File: src/rtl/motor_drive_sequencer_pkg.sv
// rtl/motor_drive_sequencer_pkg.sv - shared types, hall sequence helpers and slew step for the drive sequencer
package motor_pkg;

  typedef enum logic [1:0] {
    ST_IDLE  = 2'd0,
    ST_RUN   = 2'd1,
    ST_BRAKE = 2'd2,
    ST_FAULT = 2'd3
  } seq_state_t;

  typedef enum logic [1:0] {
    FC_NONE    = 2'b00,
    FC_ILLEGAL = 2'b01,
    FC_SKIP    = 2'b10,
    FC_STALL   = 2'b11
  } fault_code_t;

  // Forward commutation order {Grn,Ylw,Blu}: H0 -> H1 -> ... -> H5 -> H0
  localparam logic [2:0] HALL_H0 = 3'b101;
  localparam logic [2:0] HALL_H1 = 3'b100;
  localparam logic [2:0] HALL_H2 = 3'b110;
  localparam logic [2:0] HALL_H3 = 3'b010;
  localparam logic [2:0] HALL_H4 = 3'b011;
  localparam logic [2:0] HALL_H5 = 3'b001;

  function automatic logic [2:0] hall_next(input logic [2:0] code);
    case (code)
      HALL_H0: hall_next = HALL_H1;
      HALL_H1: hall_next = HALL_H2;
      HALL_H2: hall_next = HALL_H3;
      HALL_H3: hall_next = HALL_H4;
      HALL_H4: hall_next = HALL_H5;
      HALL_H5: hall_next = HALL_H0;
      default: hall_next = code;
    endcase
  endfunction

  function automatic logic [2:0] hall_prev(input logic [2:0] code);
    case (code)
      HALL_H0: hall_prev = HALL_H5;
      HALL_H1: hall_prev = HALL_H0;
      HALL_H2: hall_prev = HALL_H1;
      HALL_H3: hall_prev = HALL_H2;
      HALL_H4: hall_prev = HALL_H3;
      HALL_H5: hall_prev = HALL_H4;
      default: hall_prev = code;
    endcase
  endfunction

  // Compares are done one bit wider so cur+step and target+step never wrap
  function automatic logic [11:0] slew_step(input logic [11:0] target,
                                            input logic [11:0] cur,
                                            input logic [11:0] step);
    logic [12:0] t, c, s;
    t = {1'b0, target};
    c = {1'b0, cur};
    s = {1'b0, step};
    if (t > c + s)
      slew_step = cur + step;
    else if (t + s < c)
      slew_step = cur - step;
    else
      slew_step = target;
  endfunction

endpackage

File: src/rtl/motor_drive_sequencer_hall_monitor.sv
// rtl/motor_drive_sequencer_hall_monitor.sv - hall synchronizer, sequence checking, period counter and stall compare
module hall_monitor
  import motor_pkg::*;
#(
  parameter logic [15:0] STALL_PERIODS = 16'd20000
) (
  input  logic        clk,
  input  logic        rst_n,
  input  logic        pwm_synch_i,
  input  logic        rearm_i,
  input  logic [2:0]  hall_raw_i,
  output logic        legal_edge_o,
  output logic        illegal_evt_o,
  output logic        skip_evt_o,
  output logic        stall_cnt_hit_o,
  output logic [15:0] hall_period_o,
  output logic        period_vld_o
);

  logic [2:0]  sync1_q, sync2_q, prev_q;
  logic        first_q, ill_q, period_vld_q;
  logic [15:0] cnt_q, cnt_d, cnt_inc, hall_period_q;
  logic        is_illegal, load, changed, legal;

  always_comb begin
    is_illegal = (sync2_q == 3'b000) || (sync2_q == 3'b111);
    cnt_inc    = (cnt_q == 16'hFFFF) ? cnt_q : cnt_q + 16'd1;
    load       = pwm_synch_i && !is_illegal && first_q;
    changed    = pwm_synch_i && !is_illegal && !first_q && (sync2_q != prev_q);
    legal      = changed && ((sync2_q == hall_next(prev_q)) || (sync2_q == hall_prev(prev_q)));
    cnt_d      = (legal || load) ? 16'd0 : cnt_inc;
  end

  assign legal_edge_o    = legal;
  assign skip_evt_o      = changed && !legal;
  // A lone bad sample is treated as sensor noise; two in a row is a fault
  assign illegal_evt_o   = pwm_synch_i && is_illegal && ill_q;
  assign stall_cnt_hit_o = pwm_synch_i && !load && (cnt_inc >= STALL_PERIODS);
  assign hall_period_o   = hall_period_q;
  assign period_vld_o    = period_vld_q;

  always_ff @(posedge clk or negedge rst_n) begin
    if (!rst_n) begin
      sync1_q       <= 3'b000;
      sync2_q       <= 3'b000;
      prev_q        <= 3'b000;
      first_q       <= 1'b1;
      ill_q         <= 1'b0;
      cnt_q         <= 16'd0;
      hall_period_q <= 16'hFFFF;
      period_vld_q  <= 1'b0;
    end else begin
      sync1_q      <= hall_raw_i;
      sync2_q      <= sync1_q;
      period_vld_q <= legal;
      if (legal)
        hall_period_q <= cnt_inc;
      if (pwm_synch_i) begin
        ill_q <= is_illegal;
        cnt_q <= cnt_d;
        if (load || changed)
          prev_q <= sync2_q;
      end
      if (rearm_i)
        first_q <= 1'b1;
      else if (load)
        first_q <= 1'b0;
    end
  end

endmodule

File: src/rtl/motor_drive_sequencer.sv
// rtl/motor_drive_sequencer.sv - supervisory FSM owning drive magnitude ramp, regen brake and fault handling
module motor_drive_sequencer
  import motor_pkg::*;
#(
  parameter logic [11:0] RAMP_STEP     = 12'd8,
  parameter logic [15:0] STALL_PERIODS = 16'd20000,
  parameter logic [15:0] FAULT_HOLD    = 16'd1024
) (
  input  logic        clk,
  input  logic        rst_n,
  input  logic        en,
  input  logic [11:0] torque_req,
  input  logic        brake_req,
  input  logic        PWM_synch,
  input  logic        hallGrn,
  input  logic        hallYlw,
  input  logic        hallBlu,
  output logic [11:0] drv_mag,
  output logic        brake_n,
  output logic        fault,
  output logic [1:0]  fault_code,
  output logic [15:0] hall_period,
  output logic        period_vld
);

  seq_state_t  state_q, state_d;
  fault_code_t fault_code_q, fault_code_d;
  logic [11:0] drv_mag_q, drv_mag_d;
  logic [15:0] hold_q, hold_d;
  logic        brake_n_q, fault_q, rearm;
  logic        legal_edge, illegal_evt, skip_evt, stall_cnt_hit, fault_evt;

  hall_monitor #(
    .STALL_PERIODS(STALL_PERIODS)
  ) u_hall_monitor (
    .clk            (clk),
    .rst_n          (rst_n),
    .pwm_synch_i    (PWM_synch),
    .rearm_i        (rearm),
    .hall_raw_i     ({hallGrn, hallYlw, hallBlu}),
    .legal_edge_o   (legal_edge),
    .illegal_evt_o  (illegal_evt),
    .skip_evt_o     (skip_evt),
    .stall_cnt_hit_o(stall_cnt_hit),
    .hall_period_o  (hall_period),
    .period_vld_o   (period_vld)
  );

  always_comb begin
    // A legal edge restarts the count, so it can never be a stall on the same pulse
    fault_evt = illegal_evt | skip_evt |
                (stall_cnt_hit & ~legal_edge & (state_q == ST_RUN) & (drv_mag_q != 12'd0));
    state_d      = state_q;
    fault_code_d = fault_code_q;
    hold_d       = hold_q;
    rearm        = 1'b0;
    if (state_q == ST_FAULT) begin
      if (PWM_synch && (hold_q < FAULT_HOLD))
        hold_d = hold_q + 16'd1;
      if ((hold_q >= FAULT_HOLD) && !en) begin
        state_d      = ST_IDLE;
        fault_code_d = FC_NONE;
        rearm        = 1'b1;
      end
    end else if (fault_evt) begin
      state_d = ST_FAULT;
      hold_d  = 16'd0;
      if (illegal_evt)
        fault_code_d = FC_ILLEGAL;
      else if (skip_evt)
        fault_code_d = FC_SKIP;
      else
        fault_code_d = FC_STALL;
    end else if (brake_req) begin
      state_d = ST_BRAKE;
    end else if (en) begin
      state_d = ST_RUN;
    end else begin
      state_d = ST_IDLE;
    end

    // Brake and fault kill the drive at once; otherwise it only moves on PWM_synch
    drv_mag_d = drv_mag_q;
    if ((state_d == ST_BRAKE) || (state_d == ST_FAULT))
      drv_mag_d = 12'd0;
    else if (PWM_synch)
      drv_mag_d = slew_step((state_d == ST_RUN) ? torque_req : 12'd0, drv_mag_q, RAMP_STEP);
  end

  always_ff @(posedge clk or negedge rst_n) begin
    if (!rst_n) begin
      state_q      <= ST_IDLE;
      fault_code_q <= FC_NONE;
      hold_q       <= 16'd0;
      drv_mag_q    <= 12'd0;
      brake_n_q    <= 1'b1;
      fault_q      <= 1'b0;
    end else begin
      state_q      <= state_d;
      fault_code_q <= fault_code_d;
      hold_q       <= hold_d;
      drv_mag_q    <= drv_mag_d;
      brake_n_q    <= (state_d != ST_BRAKE);
      fault_q      <= (state_d == ST_FAULT);
    end
  end

  assign drv_mag    = drv_mag_q;
  assign brake_n    = brake_n_q;
  assign fault      = fault_q;
  assign fault_code = fault_code_q;

endmodule

File: config.mk
export PLATFORM = sky130hd
export DESIGN_NAME = motor_drive_sequencer
export DESIGN_NICKNAME = d
export VERILOG_FILES = /design/src/rtl/motor_drive_sequencer_pkg.sv /design/src/rtl/motor_drive_sequencer_hall_monitor.sv /design/src/rtl/motor_drive_sequencer.sv
export SDC_FILE = /design/constraint.sdc
export NUM_CORES = 1
export LEC_CHECK = 0
export BUFFER_PORTS_ARGS = -buffer_cell sky130_fd_sc_hd__buf_2
export CORE_ASPECT_RATIO = 1.4
export CORE_MARGIN = 8
export CORE_UTILIZATION = 45
export CTS_BUF_LIST = sky130_fd_sc_hd__clkbuf_2
export DETAILED_ROUTE_END_ITERATION = 6
export PLACE_DENSITY = 0.73
export SETUP_SLACK_MARGIN = 0.5
export SLEW_MARGIN = 25
export SYNTH_ARGS = -nofsm -noshare
export SYNTH_HDL_FRONTEND = slang
export SYNTH_SLANG_ARGS = --single-unit
File: constraint.sdc
create_clock -name clk -period 4.8 [get_ports clk]
set_clock_uncertainty 0.05 [all_clocks]
set_input_delay 0.48 -clock clk [delete_from_list [all_inputs] [get_ports clk]]
set_output_delay 0.48 -clock clk [all_outputs]
set_load 0.05 [all_outputs]
* Word-level counts from Yosys, hierarchy flattened
Cells that the tools add are included.
** Storage, ports and cells
- Register bits :: 78
- Bits of input ports :: 20
- Output and inout port bits :: 33
** Operators by class
- $add $sub $neg :: 6
- $lt $le $gt $ge :: 5
- Equal/unequal tests :: 19
- Muxes and demuxes :: 26
- Bitwise gates (word level) :: 6
- Reductions and logical operators :: 30
** Operator list (number)
- $mux 16 :: 5
- $mux 12 :: 5
- $pmux 3 s6 :: 2
- $add 16x1->16 const B :: 2
- $add 12x4->13 const B :: 2
- $eq 16x16->1 const B :: 1
- $ge 16x11->1 const B :: 1
- $ge 16x15->1 const B :: 1
- $lt 16x11->1 const B :: 1
- $mux 2 :: 8
- $gt 12x13->1 :: 1
- $lt 13x12->1 :: 1
- $add 12x4->12 const B :: 1
- $eq 3x3->1 const B :: 4
- $logic_and 1x1->1 :: 12
- $reduce_bool 12->1 :: 1
- $sub 12x4->12 const B :: 1
- $eq 2x2->1 const B :: 3
- $eq 3x2->1 const B :: 2
- $eq 3x3->1 :: 2
- $mux 1 :: 6
- $reduce_and 2->1 :: 3
- $reduce_bool 2->1 :: 3
- $logic_not 1->1 :: 5
- other kinds (10) :: 19

* Longest topological paths before layout
Gate-level depths: netlist of run 1.
- Word-level depth :: 22
- Depth in mapped cells :: 24
- Mapped depth without buffers :: 24

* Hierarchy
Synthesis of run 1 repeated with hierarchy kept, for this count alone.
** Second synthesis, totals
- Cells, all modules :: 574
- Area, all modules :: 5203.7 µm²
** Modules (own cells, without submodules)
- motor_drive_sequencer :: instances 1, cells an instance 334, area each 2859.0 µm², seq. area each 852.1 µm²
- hall_monitor :: instances 1, cells an instance 240, area each 2344.7 µm², seq. area each 1122.3 µm²

* Worst setup path before layout of run 1
Ideal clock, no wire load.
- Path type :: register to register
- Start :: register u_hall_monitor.cnt_q[0]
- End :: register drv_mag_q[4], in the netlist drv_mag[4]
- Data arrival time :: 4.770 ns
- Required time :: 4.629 ns
- Slack :: -0.141 ns
- Cell stages (with the launch flop) :: 25
- Path through :: dfrtp_1 ha_1 and3_1 and4_1 or4_1 a211oi_1 o211ai_1 o21ai_0 nor2_1 nand2_1 inv_1 ha_1 and3_1 nand3_1 xor2_1 nor2_1 ha_1 nor2b_1 o21ai_0 nand2b_1 a221oi_1 o21a_1 nand2_2 a211o_1 a22o_1
** Between the ends
- Longest elaborated chain between the ends :: 18
** Ends and longest elaborated chain
- start, declared :: line motor_drive_sequencer_hall_monitor.sv:22 : logic [15:0] cnt_q, cnt_d, cnt_inc, hall_period_q;
- start signal, assigned :: line motor_drive_sequencer_hall_monitor.sv:60 : cnt_q <= cnt_d;
- $add 16x1->16 / $eq 16x16->1 (equally long branches) :: line motor_drive_sequencer_hall_monitor.sv:27 : cnt_inc = (cnt_q == 16'hFFFF) ? cnt_q : cnt_q + 16'd1;
- $mux 16 * :: line motor_drive_sequencer_hall_monitor.sv:27
- $ge 16x15->1 * :: line motor_drive_sequencer_hall_monitor.sv:38 : assign stall_cnt_hit_o = pwm_synch_i && !load && (cnt_inc >= STALL_PERIODS);
- $logic_and 1x1->1 * :: line motor_drive_sequencer_hall_monitor.sv:38
- $and 1x1->1 * (3 in series) :: line motor_drive_sequencer.sv:52 : (stall_cnt_hit & ~legal_edge & (state_q == ST_RUN) & (drv_mag_q != 12'd0));
- $or 1x1->1 * :: line motor_drive_sequencer.sv:51 : fault_evt = illegal_evt | skip_evt |
- $mux 2 * :: line motor_drive_sequencer.sv:65 : end else if (fault_evt) begin
- $mux 2 * :: line motor_drive_sequencer.sv:57 : if (state_q == ST_FAULT) begin
- $eq 2x1->1 :: line motor_drive_sequencer.sv:87 : drv_mag_d = slew_step((state_d == ST_RUN) ? torque_req : 12'd0, drv_mag_q, RAMP_STEP);
- $mux 12 :: line motor_drive_sequencer.sv:87
- $add 12x4->13 :: line motor_drive_sequencer_pkg.sv:60 : else if (t + s < c)
- $lt 13x12->1 :: line motor_drive_sequencer_pkg.sv:60
- $mux 12 :: line motor_drive_sequencer_pkg.sv:60
- $mux 12 :: line motor_drive_sequencer_pkg.sv:58 : if (t > c + s)
- $mux 12 :: line motor_drive_sequencer.sv:86 : else if (PWM_synch)
- $mux 12 :: line motor_drive_sequencer.sv:84 : if ((state_d == ST_BRAKE) || (state_d == ST_FAULT))
- end signal, assigned :: line motor_drive_sequencer.sv:102 : drv_mag_q <= drv_mag_d;
- end, declared :: line motor_drive_sequencer.sv:28 : logic [11:0] drv_mag_q, drv_mag_d;
Mark *: on every way between the ends. The rest lies on a longest branch, timed or not. The select of a mux whose other input is x is not followed.
A chain may end at the register's enable or synchronous reset.

* Final worst setup path of run 1
- Start :: register u_hall_monitor.cnt_q[1]
- End :: register drv_mag_q[4], in the netlist drv_mag[4]
The elaborated chain is that of the path after synthesis.

==> metrics.txt, run 1 <==
run status finished, final reports clean; estimated wirelength of the detail-placed design 10.30 mm; total congestion overflow 0; CTS tree done; Hold WC Path Type primary input to register; peak ir drop on the vdd network 0.1066 mV; number of global-route vias before repair 4,819; via count normalized by instance count 5.824; Remaining DRCs 0; clk buf depth 2; unrepaired setup endpoints after global routing true; clock latency on the worst-skew pair 0.55 ns; input/output buffers 52; clock-pin slew reported for the worst setup and hold paths after clock tree synthesis 0.22 ns; final-layout setup total negative slack 0 ns; post-place instance area 5727 um2; Tmin final 4.709 ns; RR Startpoint u_hall_monitor.cnt_q[1]$_DFFE_PN0P_; startpoint class of the critical path register; Critical Path Sink Type register; library cell occupying the most area in the post-synthesis netlist dfrtp_1; fraction of layout instances using a drive strength above 1 0.3152; total standard cell area after synthesis 5036 um2; fraction of post-synthesis cell area in the top cell type by area 0.2981; Cell Count, Final, Fillers Out 805; FMAX 212.4 MHz; first-pass GRT wire length 23.29 mm; register area share after synthesis 0.3920; Finish-stage setup viols 0; vias after detailed routing 4,688; initial antenna violation count 1; Clock Sinks 78; average cell area after synthesis 9.025 um2; critical path fanouts, max 8; #FFs+latches synth 78; instance count of the mapped netlist 558; row cnt 45; count of distinct cell types in the synthesized netlist 62; worst hold path startpoint brake_req; critical path data required time 5.19 ns; portion of the clock cycle consumed by the worst path in the final layout 0.9809; wire length per cell after detailed routing 17.66 um; Final Wtd Congestion 0.9606; critical path data arrival time 5.10 ns; final antenna-violating net count 0; area of the core region 10,870 um2; Layout Nets 705; Post-synth top flop dfrtp_1; main area contributors after synthesis dfrtp_1 30%, dfstp_2 9.4%, ha_1 6.7%; largest net degree at the start of global routing 79; pwr dens 290.7 nW/um2; critical path type register to register; beginning of the critical path u_hall_monitor.cnt_q[1]$_DFFE_PN0P_; Yosys Warn Count 0; share of flip-flops with an asynchronous set or reset after synthesis 1.000; clk root buf clkbuf_2; total wire length after detailed routing 14.21 mm; highest-count cells in the layout ignoring fill and taps 59 x buf_4, 51 x buf_2, 48 x dfrtp_1; max_slew headroom 0.5329; total power 1.794 mW; number of H-tree levels 3; height of the die 141.2 um; slew of the pin with the lowest slew margin 0.7007 ns; GRT Util Overall 0.1893; post-synthesis to final-layout area growth 22.53%; number of primary I/O pins 53; router iterations before antenna repair 5; initial core utilization 0.4634; leading cell type in the layout, fill and taps excluded buf_4; Net Count, Synth 605; dpl cells 759; number of flops mapped to enable cells by yosys 0; Final Hold Vio Count 0; static power due to leakage 2.828 nW; iteration-0 DRC count of the detailed router 299; Max-cap violations 0; Post-Layout Inst Area 6171 um2; count of pins over their slew limit 0; die area 14,880 um2; horizontal die dimension 105.4 um; clock buffers created by TritonCTS 9
==> critical path, cell delays in order (launching register included) <==
cell	delay, ns
dfrtp_2	0.49
ha_4	0.19
and3_4	0.16
and4_4	0.19
or4_4	0.43
a211oi_2	0.19
o211ai_1	0.18
o21a_1	0.25
and3_4	0.20
ha_4	0.16
and3_4	0.19
nand3_2	0.07
xor2_1	0.14
nor2_1	0.06
ha_1	0.29
nor2b_1	0.14
o21ai_1	0.11
nand2b_1	0.08
a221oi_2	0.24
o21a_2	0.26
nand2_4	0.10
a211o_1	0.28
a22o_1	0.17
==> kinds of logic after synthesis <==
group | after synthesis | share of synthesized area
AOI/OAI and AO/OA | 129 | 0.1712
DFF | 78 | 0.3920
xor gates and xnor gates | 37 | 0.06435
adders and majority gates | 27 | 0.06708
and+or+nand+nor | 220 | 0.2353
muxes | 13 | 0.02758
buffers and inverters | 54 | 0.04249
==> synth_stat cells (2+ instances only) <==
| master | instances |
|---|---|
| a211oi_1 | 5 |
| a21o_1 | 6 |
| a21oi_1 | 16 |
| a22o_1 | 6 |
| a311oi_1 | 2 |
| a31o_2 | 3 |
| a31oi_1 | 5 |
| a32o_1 | 2 |
| and2_1 | 7 |
| and3_1 | 25 |
| and4_1 | 5 |
| buf_1 | 2 |
| buf_2 | 6 |
| clkbuf_1 | 18 |
| dfrtp_1 | 60 |
| dfstp_2 | 18 |
| ha_1 | 27 |
| inv_1 | 27 |
| mux2_2 | 7 |
| mux2i_1 | 6 |
| nand2_1 | 46 |
| nand2b_1 | 8 |
| nand3_1 | 26 |
| nand4_1 | 15 |
| nor2_1 | 45 |
| nor2b_1 | 8 |
| nor3_1 | 12 |
| nor4_1 | 5 |
| nor4_2 | 2 |
| nor4b_1 | 2 |
| nor4bb_1 | 3 |
| o211ai_1 | 4 |
| o21a_1 | 4 |
| o21ai_0 | 45 |
| o22ai_1 | 5 |
| o2bb2ai_1 | 7 |
| o31ai_1 | 3 |
| o41ai_1 | 2 |
| or3_1 | 3 |
| or4_1 | 3 |
| xnor2_1 | 26 |
| xor2_1 | 11 |
==> cell type report <==
| type | count | area [um2] |
|---|---|---|
| tap | 141 | 176.4 |
| fill | 960 | 4696 |
| inverter | 27 | 101.3 |
| sequential | 78 | 1989 |
| timing repair buffer | 116 | 769.5 |
| clock buffer | 9 | 45.04 |
| antenna | 1 | 2.502 |
| multi-input combinational | 426 | 3047 |
| clock inverter | 7 | 40.04 |
==> power breakdown <==
part,total [mW],switching [mW],internal [mW]
registers,0.866,0.0838,0.783
logic,0.627,0.406,0.221
clock network,0.300,0.237,0.0636
==> routing by layer <==
layer | wire length (um) | vias to the layer above | track usage
met2 | 7441 | 153 | 0.3383
met4 | 372 | 0 | 0.08371
li1 | - | 2225 | -
met1 | 5686 | 2279 | 0.2146
met5 | 0 | - | 0
met3 | 713 | 31 | 0.03193
==> state kept, by name (all words and copies together), names as in the netlist, 2 cells and up <==
register / count
u_hall_monitor.sync1_q: 3
u_hall_monitor.sync2_q: 3
u_hall_monitor.hall_period_o: 16
drv_mag: 12
hold_q: 16
u_hall_monitor.cnt_q: 16
u_hall_monitor.prev_q: 3
fault_code: 2
state_q: 2
==> per-stage QoR <==
step / setup slack (ns) / utilization / hold WS, ns
final: 0.09146 / 0.5679 / 0.07369
after global routing: -0.1567 / 0.5679 / 0.03537
after CTS: 0.1754 / 0.5598 / 0.004332
after detailed placement: -0.1127 / 0.5270 / 0.2856
after global placement: 0.06741 / 0.5270 / 0.2828
after floorplan: 0.2685 / - / 0.1344
==> final timing paths <==
check | end | slack, ns | cells after the start
setup / recovery | drv_mag[4]$_DFFE_PN0P_ | 0.09 | 22
hold / removal | brake_n$_DFF_PN1_ | 0.07 | 2
setup reg to reg | drv_mag[4]$_DFFE_PN0P_ | 0.09 | 22
hold reg to reg | u_hall_monitor.sync2_q[1]$_DFF_PN0_ | 0.33 | 0
max in group asynchronous | u_hall_monitor.cnt_q[5]$_DFFE_PN0P_ | 3.73 | 2
min in group asynchronous | u_hall_monitor.cnt_q[2]$_DFFE_PN0P_ | 0.45 | 2
==> repair_timing <==
action / 4_1_cts / 5_1_grt
setup endpoints to repair: 12 / 12
hold buffers: 3 / 1
pin swaps: 17 / 8
gates resized for setup: 24 / 8
hold endpoints to repair: 3 / 60
buffers inserted: 20 / 5
(Power assumes the default switching activity.)
==> inputs of run 2 (changes only) <==
==> constraint.sdc (replaced) <==
create_clock -name clk -period 3.8 [get_ports clk]
set_clock_uncertainty 0.05 [all_clocks]
set_input_delay 0.38 -clock clk [delete_from_list [all_inputs] [get_ports clk]]
set_output_delay 0.38 -clock clk [all_outputs]
set_load 0.05 [all_outputs]
==> metrics.txt, run 2 (synthesis results as in run 1) <==
run status finished, violations left; violations in the final reports setup timing; highest-count cells in the layout ignoring fill and taps 122 x buf_4, 53 x dfrtp_1, 51 x buf_2; leading cell type in the layout, fill and taps excluded buf_4; via count normalized by instance count 5.652; critical path data arrival time 5.18 ns; max_slew headroom 0.5377; core utilization of the finished layout 0.6250; Finish-stage setup viols 12; initial core utilization 0.4634; critical path cell sequence ha_4, and3_4, and4_4, or4_4, a211oi_2, o211ai_1, o21ai_2, nor2_2, nand2_1, inv_2, ha_4, and3_4, nand3_2, xor2_1, nor2_1, ha_1, nor2b_1, o21ai_1, nand2b_1, a221oi_2, o21a_2, nand2_4, a211o_1, a22o_1; clk buf depth 2; slew of the pin with the lowest slew margin 0.6935 ns; fraction of layout instances using a drive strength above 1 0.3811; Layout Nets 774; count of pins over their slew limit 0; critical path type register to register; static power due to leakage 3.189 nW; clock buffers created by TritonCTS 9; clock-pin slew reported for the worst setup and hold paths after clock tree synthesis 0.22 ns; total wire length after detailed routing 14.92 mm; row cnt 45; startpoint class of the critical path register; Hold WC Path Type primary input to register; iteration-0 DRC count of the detailed router 354; die area 14,880 um2; final-layout setup total negative slack -10.83 ns; peak ir drop on the vdd network 0.1686 mV; router iterations before antenna repair 5; flip-flop and latch area 1983 um2; Met2 Wirelength 7.666 mm; count of filler cells inserted in the layout 870; GRT Util Overall 0.1957; Tmin final 4.770 ns; Post-Place Setup Slack -0.9551 ns; Final Wtd Congestion 0.9165; critical path data required time 4.21 ns; Remaining DRCs 0; estimated wirelength of the detail-placed design 10.87 mm; largest net degree at the start of global routing 79; pwr dens 351.9 nW/um2; portion of the clock cycle consumed by the worst path in the final layout 1.255; beginning of the critical path u_hall_monitor.cnt_q[1]$_DFFE_PN0P_; clk root buf clkbuf_2; post-synthesis to final-layout area growth 34.86%; number of primary I/O pins 53; area of the core region 10,870 um2; FMAX 209.6 MHz; slack of the critical path -0.9704 ns; number of H-tree levels 3; vias after detailed routing 4,940; Max-cap violations 0; unrepaired setup endpoints after global routing true; number of global-route vias before repair 5,077; height of the die 141.2 um; worst hold path startpoint torque_req[0]; input/output buffers 52; routed metal-1 wire length 5.896 mm; RR Startpoint u_hall_monitor.cnt_q[1]$_DFFE_PN0P_; horizontal die dimension 105.4 um; first-pass GRT wire length 23.85 mm; Critical Path Sink Type register; highest metal layer with signal wires met4; Final Hold Vio Count 0; Critical Path Max Stage Delay 0.48 ns; initial antenna violation count 1; met3 WL 739 um; area of the multi-input gates 3102 um2; final antenna-violating net count 0; wire length per cell after detailed routing 17.07 um; Worst path slowest cell dfrtp_2; total congestion overflow 0; Clock Sinks 78; critical path fanouts, max 8; dpl cells 829; Cell Count, Final, Fillers Out 874; clock latency on the worst-skew pair 0.54 ns; CTS tree done
==> run 2: cell count changes in the layout (fill, tap and decap cells not counted), moves of 5 or more <==
cell,change
dfrtp_1,+5
dfrtp_2,-5
buf_6,+5
buf_4,+63
==> run 2: cell type report <==
| class | instances | area share |
|---|---|---|
| Multi-Input combinational cell | 426 | 0.4567 |
| Sequential cell | 78 | 0.2920 |
| Timing Repair Buffer | 185 | 0.1927 |
| Tap cell | 141 | 0.02598 |
| Inverter | 27 | 0.01492 |
| Clock inverter | 7 | 0.01069 |
| Clock buffer | 9 | 0.006632 |
| Antenna cell | 1 | 0.0003685 |
==> run 2: per-stage QoR <==
step                power [mW]  instance area [um2]  hold WS (ns)
floorplan                1.601                 5147       0.03441
global placement         1.858                 6252        0.2823
detailed placement       1.889                 6252        0.2918
CTS                      2.381                 6619       0.01415
global route             2.521                 6792       0.03481
finish                   2.390                 6792       0.05251
==> run 2: power by group <==
| part | total, mW | internal [mW] | leakage, nW | switching, mW |
|---|---|---|---|---|
| logic | 0.838 | 0.315 | 2.16 | 0.523 |
| registers | 1.09 | 0.988 | 0.958 | 0.104 |
| clock network | 0.460 | 0.153 | 0.0699 | 0.307 |
==> run 2: timing repair <==
action	CTS	global route
resized for setup	25	17
endpoints found under the setup margin	12	12
setup buffers	14	9
pin swaps	9	28
hold endpoints to repair	64	0
hold buffers	5	0
==> run 2: worst max-delay path, delay by kind of cell (launching register included) <==
kind	cells	cell delay, ns
compound gates	8	1.72
xor+xnor	1	0.14
fa+ha+maj	3	0.65
buf+inv	1	0.06
flops	1	0.48
simple gates	11	1.60
==> run 2: path summary, 6_finish.rpt <==
path                       depth (start not counted)                             endpoint  slack [ns]
setup / recovery                                  24               drv_mag[4]$_DFFE_PN0P_       -0.97
hold / removal                                     2               drv_mag[0]$_DFFE_PN0P_        0.05
setup reg to reg                                  24               drv_mag[4]$_DFFE_PN0P_       -0.97
hold reg to reg                                    0  u_hall_monitor.sync2_q[2]$_DFF_PN0_        0.33
max in group asynchronous                          2  u_hall_monitor.cnt_q[0]$_DFFE_PN0P_        2.84
min in group asynchronous                          2                hold_q[5]$_DFFE_PN0P_        0.33
==> run 2: per-layer routing <==
metal / GRT usage / vias to the layer above
li1: - / 2355
met2: 0.3539 / 174
met4: 0.1109 / 0
met3: 0.03513 / 51
met5: 0 / -
met1: 0.2079 / 2360
